`src/rtl/tile_row_prefetcher.sv`:
```
// rtl/tile_row_prefetcher.sv - double-buffered tile row cache filled from a generator port shared with a query port
module tile_row_prefetcher #(
    parameter int TILES_PER_ROW = 80,
    parameter int GAP_TILE      = 12
) (
    input  logic       i_clk,
    input  logic       i_rst,
    input  logic       i_row_req,
    input  logic [6:0] i_row,
    input  logic       i_swap,
    output logic [6:0] o_gen_tile_x,
    output logic [6:0] o_gen_tile_y,
    input  logic [3:0] i_gen_tile_no,
    input  logic [6:0] i_rd_tile_x,
    output logic [3:0] o_rd_tile_no,
    input  logic       i_q_valid,
    input  logic [6:0] i_q_tile_x,
    input  logic [6:0] i_q_tile_y,
    output logic       o_q_ready,
    output logic       o_q_valid,
    output logic [3:0] o_q_tile_no,
    output logic       o_busy,
    output logic       o_row_ready,
    output logic       o_underrun
);

    typedef enum logic {IDLE, FILL} state_t;

    localparam logic [6:0] LAST_COL = 7'(TILES_PER_ROW - 1);
    localparam logic [6:0] NUM_COLS = 7'(TILES_PER_ROW);
    localparam logic [3:0] GAP_NO   = 4'(GAP_TILE);

    state_t     state_q, state_d;
    logic [6:0] col_q, col_d;
    logic [6:0] row_q, row_d;
    logic       front_q, front_d;
    logic       row_ready_q, row_ready_d;
    logic       underrun_q, underrun_d;
    logic       wrote_q;
    logic       q_valid_q;
    logic [3:0] q_tile_no_q, q_tile_no_d;
    logic [3:0] rd_tile_no_q;
    logic       q_accept;
    logic       fill_we;

    logic [3:0] bank0 [TILES_PER_ROW];
    logic [3:0] bank1 [TILES_PER_ROW];

    always_comb begin
        state_d     = state_q;
        col_d       = col_q;
        row_d       = row_q;
        front_d     = front_q;
        row_ready_d = row_ready_q;
        underrun_d  = underrun_q;

        // Query wins only after a fill write, so neither side starves.
        o_q_ready    = (state_q == IDLE) || wrote_q;
        q_accept     = i_q_valid && o_q_ready;
        fill_we      = (state_q == FILL) && !q_accept && !i_row_req;
        o_gen_tile_x = q_accept ? i_q_tile_x : col_q;
        o_gen_tile_y = q_accept ? i_q_tile_y : row_q;
        q_tile_no_d  = q_accept ? i_gen_tile_no : q_tile_no_q;

        if (fill_we) begin
            col_d = col_q + 7'd1;
        end

        if (i_swap) begin
            if (row_ready_q) begin
                front_d     = !front_q;
                row_ready_d = 1'b0;
            end else begin
                underrun_d = 1'b1;
            end
        end

        // Swap is resolved above first, so a simultaneous request fills the new back bank.
        if (i_row_req) begin
            state_d     = FILL;
            col_d       = 7'd0;
            row_d       = i_row;
            row_ready_d = 1'b0;
        end else if (fill_we && (col_q == LAST_COL)) begin
            state_d     = IDLE;
            col_d       = 7'd0;
            row_ready_d = 1'b1;
        end
    end

    always_ff @(posedge i_clk or posedge i_rst) begin
        if (i_rst) begin
            state_q      <= IDLE;
            col_q        <= 7'd0;
            row_q        <= 7'd0;
            front_q      <= 1'b0;
            row_ready_q  <= 1'b0;
            underrun_q   <= 1'b0;
            wrote_q      <= 1'b0;
            q_valid_q    <= 1'b0;
            q_tile_no_q  <= 4'd0;
            rd_tile_no_q <= 4'd0;
        end else begin
            state_q      <= state_d;
            col_q        <= col_d;
            row_q        <= row_d;
            front_q      <= front_d;
            row_ready_q  <= row_ready_d;
            underrun_q   <= underrun_d;
            wrote_q      <= fill_we;
            q_valid_q    <= q_accept;
            q_tile_no_q  <= q_tile_no_d;
            if (i_rd_tile_x < NUM_COLS) begin
                rd_tile_no_q <= front_q ? bank1[i_rd_tile_x] : bank0[i_rd_tile_x];
            end else begin
                rd_tile_no_q <= GAP_NO;
            end
        end
    end

    always_ff @(posedge i_clk) begin
        if (fill_we) begin
            if (front_q) begin
                bank0[col_q] <= i_gen_tile_no;
            end else begin
                bank1[col_q] <= i_gen_tile_no;
            end
        end
    end

    assign o_rd_tile_no = rd_tile_no_q;
    assign o_q_valid    = q_valid_q;
    assign o_q_tile_no  = q_tile_no_q;
    assign o_busy       = (state_q == FILL);
    assign o_row_ready  = row_ready_q;
    assign o_underrun   = underrun_q;

endmodule
```
`config.mk`:
```
export PLATFORM = sky130hd
export DESIGN_NAME = tile_row_prefetcher
export DESIGN_NICKNAME = d
export VERILOG_FILES = /design/src/rtl/tile_row_prefetcher.sv
export SDC_FILE = /design/constraint.sdc
export NUM_CORES = 1
export LEC_CHECK = 0
export ABC_AREA = 1
export CAP_MARGIN = 20
export CORE_MARGIN = 4
export CORE_UTILIZATION = 50
export DETAILED_ROUTE_END_ITERATION = 8
export PLACE_DENSITY_LB_ADDON = 0.08
export SYNTH_ARGS = -nofsm -noshare
export SYNTH_HDL_FRONTEND = slang
export SYNTH_SLANG_ARGS = --single-unit
```
`constraint.sdc`:
```
create_clock -name i_clk -period 3 [get_ports i_clk]
set_input_delay 0.6 -clock i_clk [delete_from_list [all_inputs] [get_ports i_clk]]
set_output_delay 0.6 -clock i_clk [all_outputs]
set_load 0.01 [all_outputs]
```
# After elaboration in Yosys (flattened, before gate mapping)
# Memories as Yosys holds them, arrays and structs flattened.
# Cells that the tools add are included.
dict set report word_totals {
  n_memories 2
  output_inout_bits 27
  elab_cells 48
  ff_bits 28
  inputBits 37
  ramBits 640
}
# memory words word_bits read_ports rd_ports_with_merged_regs wr line
set mem_list {}
lappend mem_list {bank0 80 4 1 0 1 46} ;# logic [3:0] bank0 [TILES_PER_ROW];
lappend mem_list {bank1 80 4 1 0 1 47} ;# logic [3:0] bank1 [TILES_PER_ROW];
dict set report classes {
  order_cmp 1
  n_eq_ne 1
  n_bitwise 2
  add_sub_neg 1
  muxes 18
  n_reduce_logical 13
}
# cell count
set ops {}
lappend ops {{$mux W7} 5}
lappend ops {{$mux W1} 11}
lappend ops {{$mux W4} 2}
lappend ops {{$add A7 B1 Y7 const B} 1}
lappend ops {{$eq A7 B7 Y1 const B} 1}
lappend ops {{$lt A7 B7 Y1 const B} 1}
lappend ops {{$reduce_bool A3 Y1} 2}
lappend ops {{$logic_and A1 B1 Y1} 4}
lappend ops {{$reduce_and A2 Y1} 2}
lappend ops {{$logic_not A1 Y1} 3}
lappend ops {{$not A1 Y1} 2}
lappend ops {{$reduce_bool A2 Y1} 1}
lappend ops {{$logic_or A1 B1 Y1} 1}

# Logic depth before layout (Yosys ltp)
# Gate-level depths: netlist of the first run.
dict set report depth {
  word_depth 9
  mapped_depth 16
  depth_no_buf 13
}

# Worst setup path before layout of the first run
# Ideal clock, no wire load.
dict set report synth_path {
  path_kind {register to register}
  startpoint {register state_q (netlist: o_busy)}
  endpoint {memory bank1[24][0], enable pin}
  path_buffers 1
  setup_slack_ns 1.009
  setup_time_ns 0.329
  synth_period_minus_slack_ns 1.991
  required_time_ns 2.671
  arrival_ns 1.662
  path_stages_with_launch 11
  cell_sequence {dfrtp_1 > inv_1 > or2_1 > nand2_2 > inv_1 > nor2_1 > nand2_1 > inv_2 > nand2_1 > buf_2 > nor2_1}
}
dict set report synth_via {
  elab_chain_cells 8
}
# element line
set synth_rtl {}
lappend synth_rtl {{start: declaration} 33} ;# state_t state_q, state_d;
lappend synth_rtl {{start signal: assignment} 104} ;# state_q <= state_d;
lappend synth_rtl {{$not A1 Y1} 58} ;# o_q_ready = (state_q == IDLE) || wrote_q;
lappend synth_rtl {{$logic_or A1 B1 Y1} 58}
lappend synth_rtl {{via o_q_ready} 19} ;# output logic o_q_ready,
lappend synth_rtl {{$logic_and A1 B1 Y1} 59} ;# q_accept = i_q_valid && o_q_ready;
lappend synth_rtl {{$logic_not A1 Y1} 60} ;# fill_we = (state_q == FILL) && !q_accept && !i_row_req;
lappend synth_rtl {{$logic_and A1 B1 Y1 (2 in a row)} 60}
lappend synth_rtl {{via fill_we} 44} ;# logic fill_we;
lappend synth_rtl {{$mux W1} 122} ;# if (fill_we) begin
lappend synth_rtl {{$mux W1 (implied by the code)} 126} ;# bank1[col_q] <= i_gen_tile_no;
lappend synth_rtl {{end: declaration} 47}
# The timed path passes the listed nets, and every way through them passes these cells.

# Final worst setup path of the first run
dict set report layout_path {
  startpoint {register state_q (netlist: o_busy)}
  endpoint {output port o_gen_tile_y[1]}
}
dict set report layout_via {
  elab_chain_cells 4
}
# element line
set layout_rtl {}
lappend layout_rtl {{$not A1 Y1} 58}
lappend layout_rtl {{$logic_or A1 B1 Y1} 58}
lappend layout_rtl {{$logic_and A1 B1 Y1} 59}
lappend layout_rtl {{$mux W7} 62} ;# o_gen_tile_y = q_accept ? i_q_tile_y : row_q;
lappend layout_rtl {{end: declaration} 12} ;# output logic [6:0] o_gen_tile_y,
# No other way between the ends.

==> out/metrics.csv, run 1 <==
metric;value;unit
fp.coreArea;0.0555;mm²
portBuffers;63;
grt_pass1_vias;19800;
drt_first_pass_iters;5;
synth_fa_ha_area_share;0.0443;%
synthArstFlopShare;4.19;%
synth_area_leaders;edfxtp_1 (68%), nand2_1 (9.8%), nand3_1 (6.3%);
drive_gt1_share;7.33;%
whs;0.400;ns
numCtsBuffers;71;
wl_per_cell;22.0;µm
final_common_cell;nand2_1;
slew_headroom;36.2;%
drc;0;
min_path_type;primary input to async pin;
insertedDiodeCount;0;
numClockSinks;668;
fin_crit_sh;92.3;%
clockBufferDepth;3;
cp-end-kind;primary output;
vias;19400;
synthMuxAreaShare;0;%
finalMaxSlewViolations;0;
fin_worst_skew;0.0219;ns
num_rows;86;
synth_cells;2593;
antenna_found_initial;0;
synth_top_area_share;68.1;%
synthXorXnorAreaFrac;0.0620;%
finalCriticalPeriod;2.77;ns
ys_types;30;
cp-startpoint;o_busy;
nets;2690;
gp_congestion;0.907;
io_pins;64;
grtUsageTotal;25.4;%
clkSlewWorstSetupHoldPaths;0.06;ns
total_power;0.0199;W
initial_core_util;50.9;%
p_leak;11.6;nW
die_h;246;µm
hold_buffers;0;
hold_viol_final;0;
rsz0062_at_grt;no;
drt_iter0_drc;1807;
clock-root-buffer;clkbuf_16;
nFillCells;4706;
grt_overflow;0;
grt_max_degree;162;
synth_compound_area_share;4.09;%
tightest_slew;0.957;ns
final_cell_mix;nand2_1 (737), edfxtp_1 (640), nor2_1 (359);
fin_tns_setup;0;ns
reg2reg_from;wrote_q;
p_per_area;620;mW/mm²
fp.dieW;246;µm
grt_pass1_wl;117000;µm
synth-simple-area-share;21.3;%
synthFlopType;edfxtp_1;
cp.arrival;2.17;ns
synth_top_cell_by_area;edfxtp_1;
yosys_warnings;0;
synth_area;0.0282;mm²
cp_max_fo;32;
critPathLaunchType;flip-flop;
synth_top_family_by_area;simple AND/OR/NAND/NOR gates;
peakVddDrop;0.463;mV
synth_nets;2631;
wl;75900;µm
synth_edf_count;640;
area.growth.synth_to_final;13.9;%
clock_latency;0.60;ns
avgViaCountPerCell;5.64;
ys_seq_area_share;70.5;%
worst-setup-path-type;flip-flop to primary output;
cts_tree;built;
syn_avg_cell_area;10.9;µm²
fmax;361;MHz
setup_viol;0;
status;finished clean;
max_cap_violations;0;
drtAntennaViolNets;0;
dieArea;0.0603;mm²
critPathRequiredTime;2.40;ns
synth-seq-cells;668;
htree_levels;3;
dpl.hpwl;47300;µm
registers in the layout (all words and copies together), names as in the netlist:
register      flops
bank0           320
bank1           320
col_q             7
row_q             7
o_q_tile_no       4
o_rd_tile_no      4
front_q           1
o_busy            1
o_q_valid         1
o_row_ready       1
o_underrun        1
wrote_q           1
layout make-up:
type	instances	area (µm²)	area share (%)
inverters	84	325	1.01
multi-input cells	1680	7230	22.5
clock inverters	35	246	0.766
well taps	748	936	2.91
flip-flops and latches	668	19900	61.9
repair buffers	147	1600	4.97
clock buffers	89	1910	5.93
stage by stage:
| step | worst slack (ns) | utilization (%) | std cells | cell area [µm²] |
|---|---|---|---|---|
| after floorplan | 1.01 | - | 2593 | 28200 |
| after global routing | 0.0571 | 57.9 | 3451 | 32200 |
| after detailed placement | 0.0983 | 54.0 | 3327 | 30000 |
| after global placement | 0.225 | 54.0 | 3327 | 30000 |
| after CTS | 0.00339 | 57.9 | 3451 | 32100 |
| final | 0.230 | 57.9 | 3451 | 32200 |
repair_timing:
| action | 4_1_cts | 5_1_grt |
|---|---|---|
| buffers inserted | 0 | 0 |
| endpoints found under the setup margin | 1 | 13 |
| resized for setup | 1 | 13 |
cell usage after synthesis (6+ instances only):
library cell and count:
a21oi_1 29, buf_1 18, buf_2 76, buf_4 15, buf_6 8, clkbuf_1 44, dfrtp_1 28, edfxtp_1 640
inv_1 80, nand2_1 739, nand3_1 357, nor2_1 359, nor3_1 13, o211ai_1 18, o21ai_0 118, o21ai_1 14
o221ai_1 15, o31ai_1 6
worst max-delay path: stages (launching register included):
cell	delay [ns]
dfrtp_1	0.37
inv_1	0.08
or2_4	0.14
nand2_4	0.07
inv_1	0.10
buf_12	0.17
nand2_1	0.07
nand2_1	0.05
clkdlybuf4s50_1	0.53
logic make-up after synthesis:
kind of cell    count (synthesis)
buf+inv                       245
compound gates                205
simple gates                 1472
flops                         668
fa+ha+maj                       1
xor+xnor                        2
metal layers:
metal / GRT usage (%) / wire, µm
met2: 42.1 / 36700
met5: 0 / 0
met1: 35.1 / 32000
met3: 3.66 / 5330
met4: 8.13 / 1930
power by group:
| part | internal [W] | switching (W) |
|---|---|---|
| Combinational | 0.000445 | 0.00103 |
| Sequential | 0.0103 | 0.0000318 |
| Clock | 0.00475 | 0.00342 |
path summary, 6_finish.rpt:
check	endpoint	slack, ns	cells after the start
worst max-delay path	o_gen_tile_y[1]	0.23	8
worst min-delay path	o_rd_tile_no[3]	0.40	3
worst max register to register	bank0[6][2]	0.59	10
worst min register to register	row_q[0]	0.48	2
max in group asynchronous	o_underrun	2.31	3
min in group i_clk	row_q[0]	0.48	2
Note: power is estimated with default switching activity, not from simulation.
==> run 2: changes to the inputs <==
==> constraint.sdc (replaced) <==
create_clock -name i_clk -period 2.5 [get_ports i_clk]
set_input_delay 0.5 -clock i_clk [delete_from_list [all_inputs] [get_ports i_clk]]
set_output_delay 0.5 -clock i_clk [all_outputs]
set_load 0.01 [all_outputs]
==> out/metrics.csv, run 2 (same netlist as run 1, synthesis figures left out) <==
metric;value;unit;change
dpl.hpwl;46000;µm;-2.6%
wl_per_cell;20.7;µm;-6.0%
setup_viol;0;;unchanged
avgViaCountPerCell;5.50;;-2.4%
max_cap_violations;0;;unchanged
r2r_setup_slack;0.28;ns;-0.31 ns
crit_chain;or2_4, nand2_2, inv_2, buf_6, o21ai_0, clkdlybuf4s15_2;;
r2r-end;bank0[14][0];;
reg_top3;bank0: 320 flops, bank1: 320 flops;;
initial_core_util;50.9;%;unchanged
slew_headroom;58.1;%;+22 points
io_pins;64;;unchanged
area.growth.synth_to_final;17.7;%;
crit_slowest_cell;dfrtp_1;;
clock_latency;0.62;ns;+0.02 ns
drtAntennaViolNets;0;;unchanged
cp_top_family;buffers and inverters;;
cp_max_fo;13;;-59%
r2r_cells;10;;unchanged
nets;2801;;+4.1%
hold_viol_final;0;;unchanged
final_area;0.0332;mm²;+3.3%
drt_first_pass_iters;6;;+1
antenna_found_initial;0;;unchanged
dieArea;0.0603;mm²;unchanged
max_stage_delay;0.37;ns;-0.16 ns
finalCriticalPeriod;2.39;ns;
path_buf_inv;3;;-1
wl;73800;µm;-2.8%
worst-setup-path-type;flip-flop to primary output;;
gp_congestion;0.853;;-6.0%
drc;0;;unchanged
p_sw;0.00548;W;+22%
sw_frac_of_total;22.3;%;-0.20 points
grt_pass1_wl;113000;µm;-3.5%
tightest_slew;0.629;ns;-0.328 ns
grt_pass1_vias;19200;;-2.9%
clock_power_share;42.4;%;+1.4 points
finalMaxSlewViolations;0;;unchanged
die_h;246;µm;unchanged
critPathLaunchType;flip-flop;;
fin_worst_skew;0.0165;ns;-0.00540 ns
cp-end-kind;primary output;;
p_seq_share;50.2;%;-1.4 points
combPwrFrac;7.4;%;about the same
vias;19600;;+0.82%
fp.coreArea;0.0555;mm²;unchanged
hold_buffers;0;;unchanged
clockBufferDepth;3;;unchanged
peakVddDrop;0.548;mV;+18%
rsz0062_at_grt;no;;
reg2reg_from;wrote_q;;
stdcell_count;3566;;+3.3%
num_rows;86;;unchanged
p_leak;12.2;nW;+5.1%
cp.arrival;1.89;ns;-0.28 ns
numCtsBuffers;70;;-1.4%
whs;0.276;ns;-0.124 ns
fmax;419;MHz;
clock-root-buffer;clkbuf_16;;
final_cell_mix;nand2_1 (737), edfxtp_1 (640), nor2_1 (359);;
drive_gt1_share;11.8;%;+4.5 points
fin_crit_sh;95.4;%;
p_per_area;740;mW/mm²;+19%
placed_cells;3439;;+3.4%
final_common_cell;nand2_1;;
fp.dieW;246;µm;unchanged
grt_overflow;0;;unchanged
intPower;0.0191;W;+24%
grt_max_degree;65;;-60%
final_util;59.9;%;+1.9 points
insertedDiodeCount;0;;unchanged
nFillCells;4622;;-1.8%
drt_iter0_drc;1739;;-3.8%
htree_levels;3;;unchanged
grtUsageTotal;24.5;%;-0.86 points
portBuffers;63;;unchanged
status;finished clean;;
clkSlewWorstSetupHoldPaths;0.06;ns;about the same
min_path_type;primary input to async pin;;
postCtsSetupBuffers;0;;unchanged
postPlaceCellArea;0.0310;mm²;+3.3%
critPathRequiredTime;2.00;ns;-0.40 ns
numClockSinks;668;;unchanged
cts_tree;built;;
[run 2: changes by cell type in the layout (fill, tap and decap cells not counted), sizes merged, moves of 3 or more]
cell           previous run  this run
clkinv                   28        32
buf                      92       207
clkbuf                   89        92
bufinv                    3         8
dlymetal6s2s             11         0
clkdlybuf4s15             0         4
[run 2: worst max-delay path by stage]
stage | from | endpoint | slack [ns] | cells after the start
2_1_floorplan | o_busy | bank1[27][0] | 0.51 | 10
6_report | wrote_q | o_gen_tile_y[5] | 0.11 | 6
3_5_place_dp | i_q_valid | bank1[44][0] | -0.05 | 10
3_3_place_gp | i_q_valid | o_gen_tile_y[6] | 0.01 | 7
4_1_cts | o_busy | o_gen_tile_x[5] | 0.02 | 7
5_1_grt | o_busy | o_gen_tile_y[1] | 0.02 | 8
[run 2: cell type report]
class,count,area (µm²),share of cell area [%]
Clock buffer,87,1900,5.72
Sequential cell,668,19900,59.9
Multi-Input combinational cell,1680,7220,21.7
Clock inverter,40,402,1.21
Tap cell,748,936,2.82
Inverter,84,325,0.979
Timing Repair Buffer,259,2530,7.61
[run 2: layer usage]
layer	wire [µm]	global-route usage [%]	part of all wire, %	up-vias
met2	35700	40.7	48	695
met5	0	0	0	-
met4	1500	6.97	2.0	0
met3	5200	3.63	7.1	104
li1	-	-	-	9272
met1	31300	34.2	42	9536
[run 2: what timing repair did]
item,CTS,global route
endpoints found under the setup margin,14,8
hold endpoints to repair,0,0
resized for setup,36,14
[run 2: through the flow]
| step | setup TNS [ns] | total power (W) | setup slack, ns |
|---|---|---|---|
| finish | 0 | 0.0246 | 0.115 |
| global route | 0 | 0.0254 | 0.0197 |
| CTS | 0 | 0.0247 | 0.0154 |
| detailed placement | -1.47 | 0.0144 | -0.0542 |
| global placement | 0 | 0.0144 | 0.0126 |
| floorplan | 0 | 0.0134 | 0.509 |
[run 2: power groups by stage]
stage	Clock [W]	Sequential (W)	Combinational (W)
floorplan	0	0.0126	0.000879
global placement	0	0.0126	0.00183
detailed placement	0	0.0126	0.00183
CTS	0.0106	0.0123	0.00182
global route	0.0111	0.0123	0.00198
finish	0.0104	0.0123	0.00182
[run 2: worst register-to-register path, delay by kind of cell, from the launching register on]
family	cells	cell delay, ns
buffers and inverters	4	0.51
and+or+nand+nor	6	1.00
DFF	1	0.37
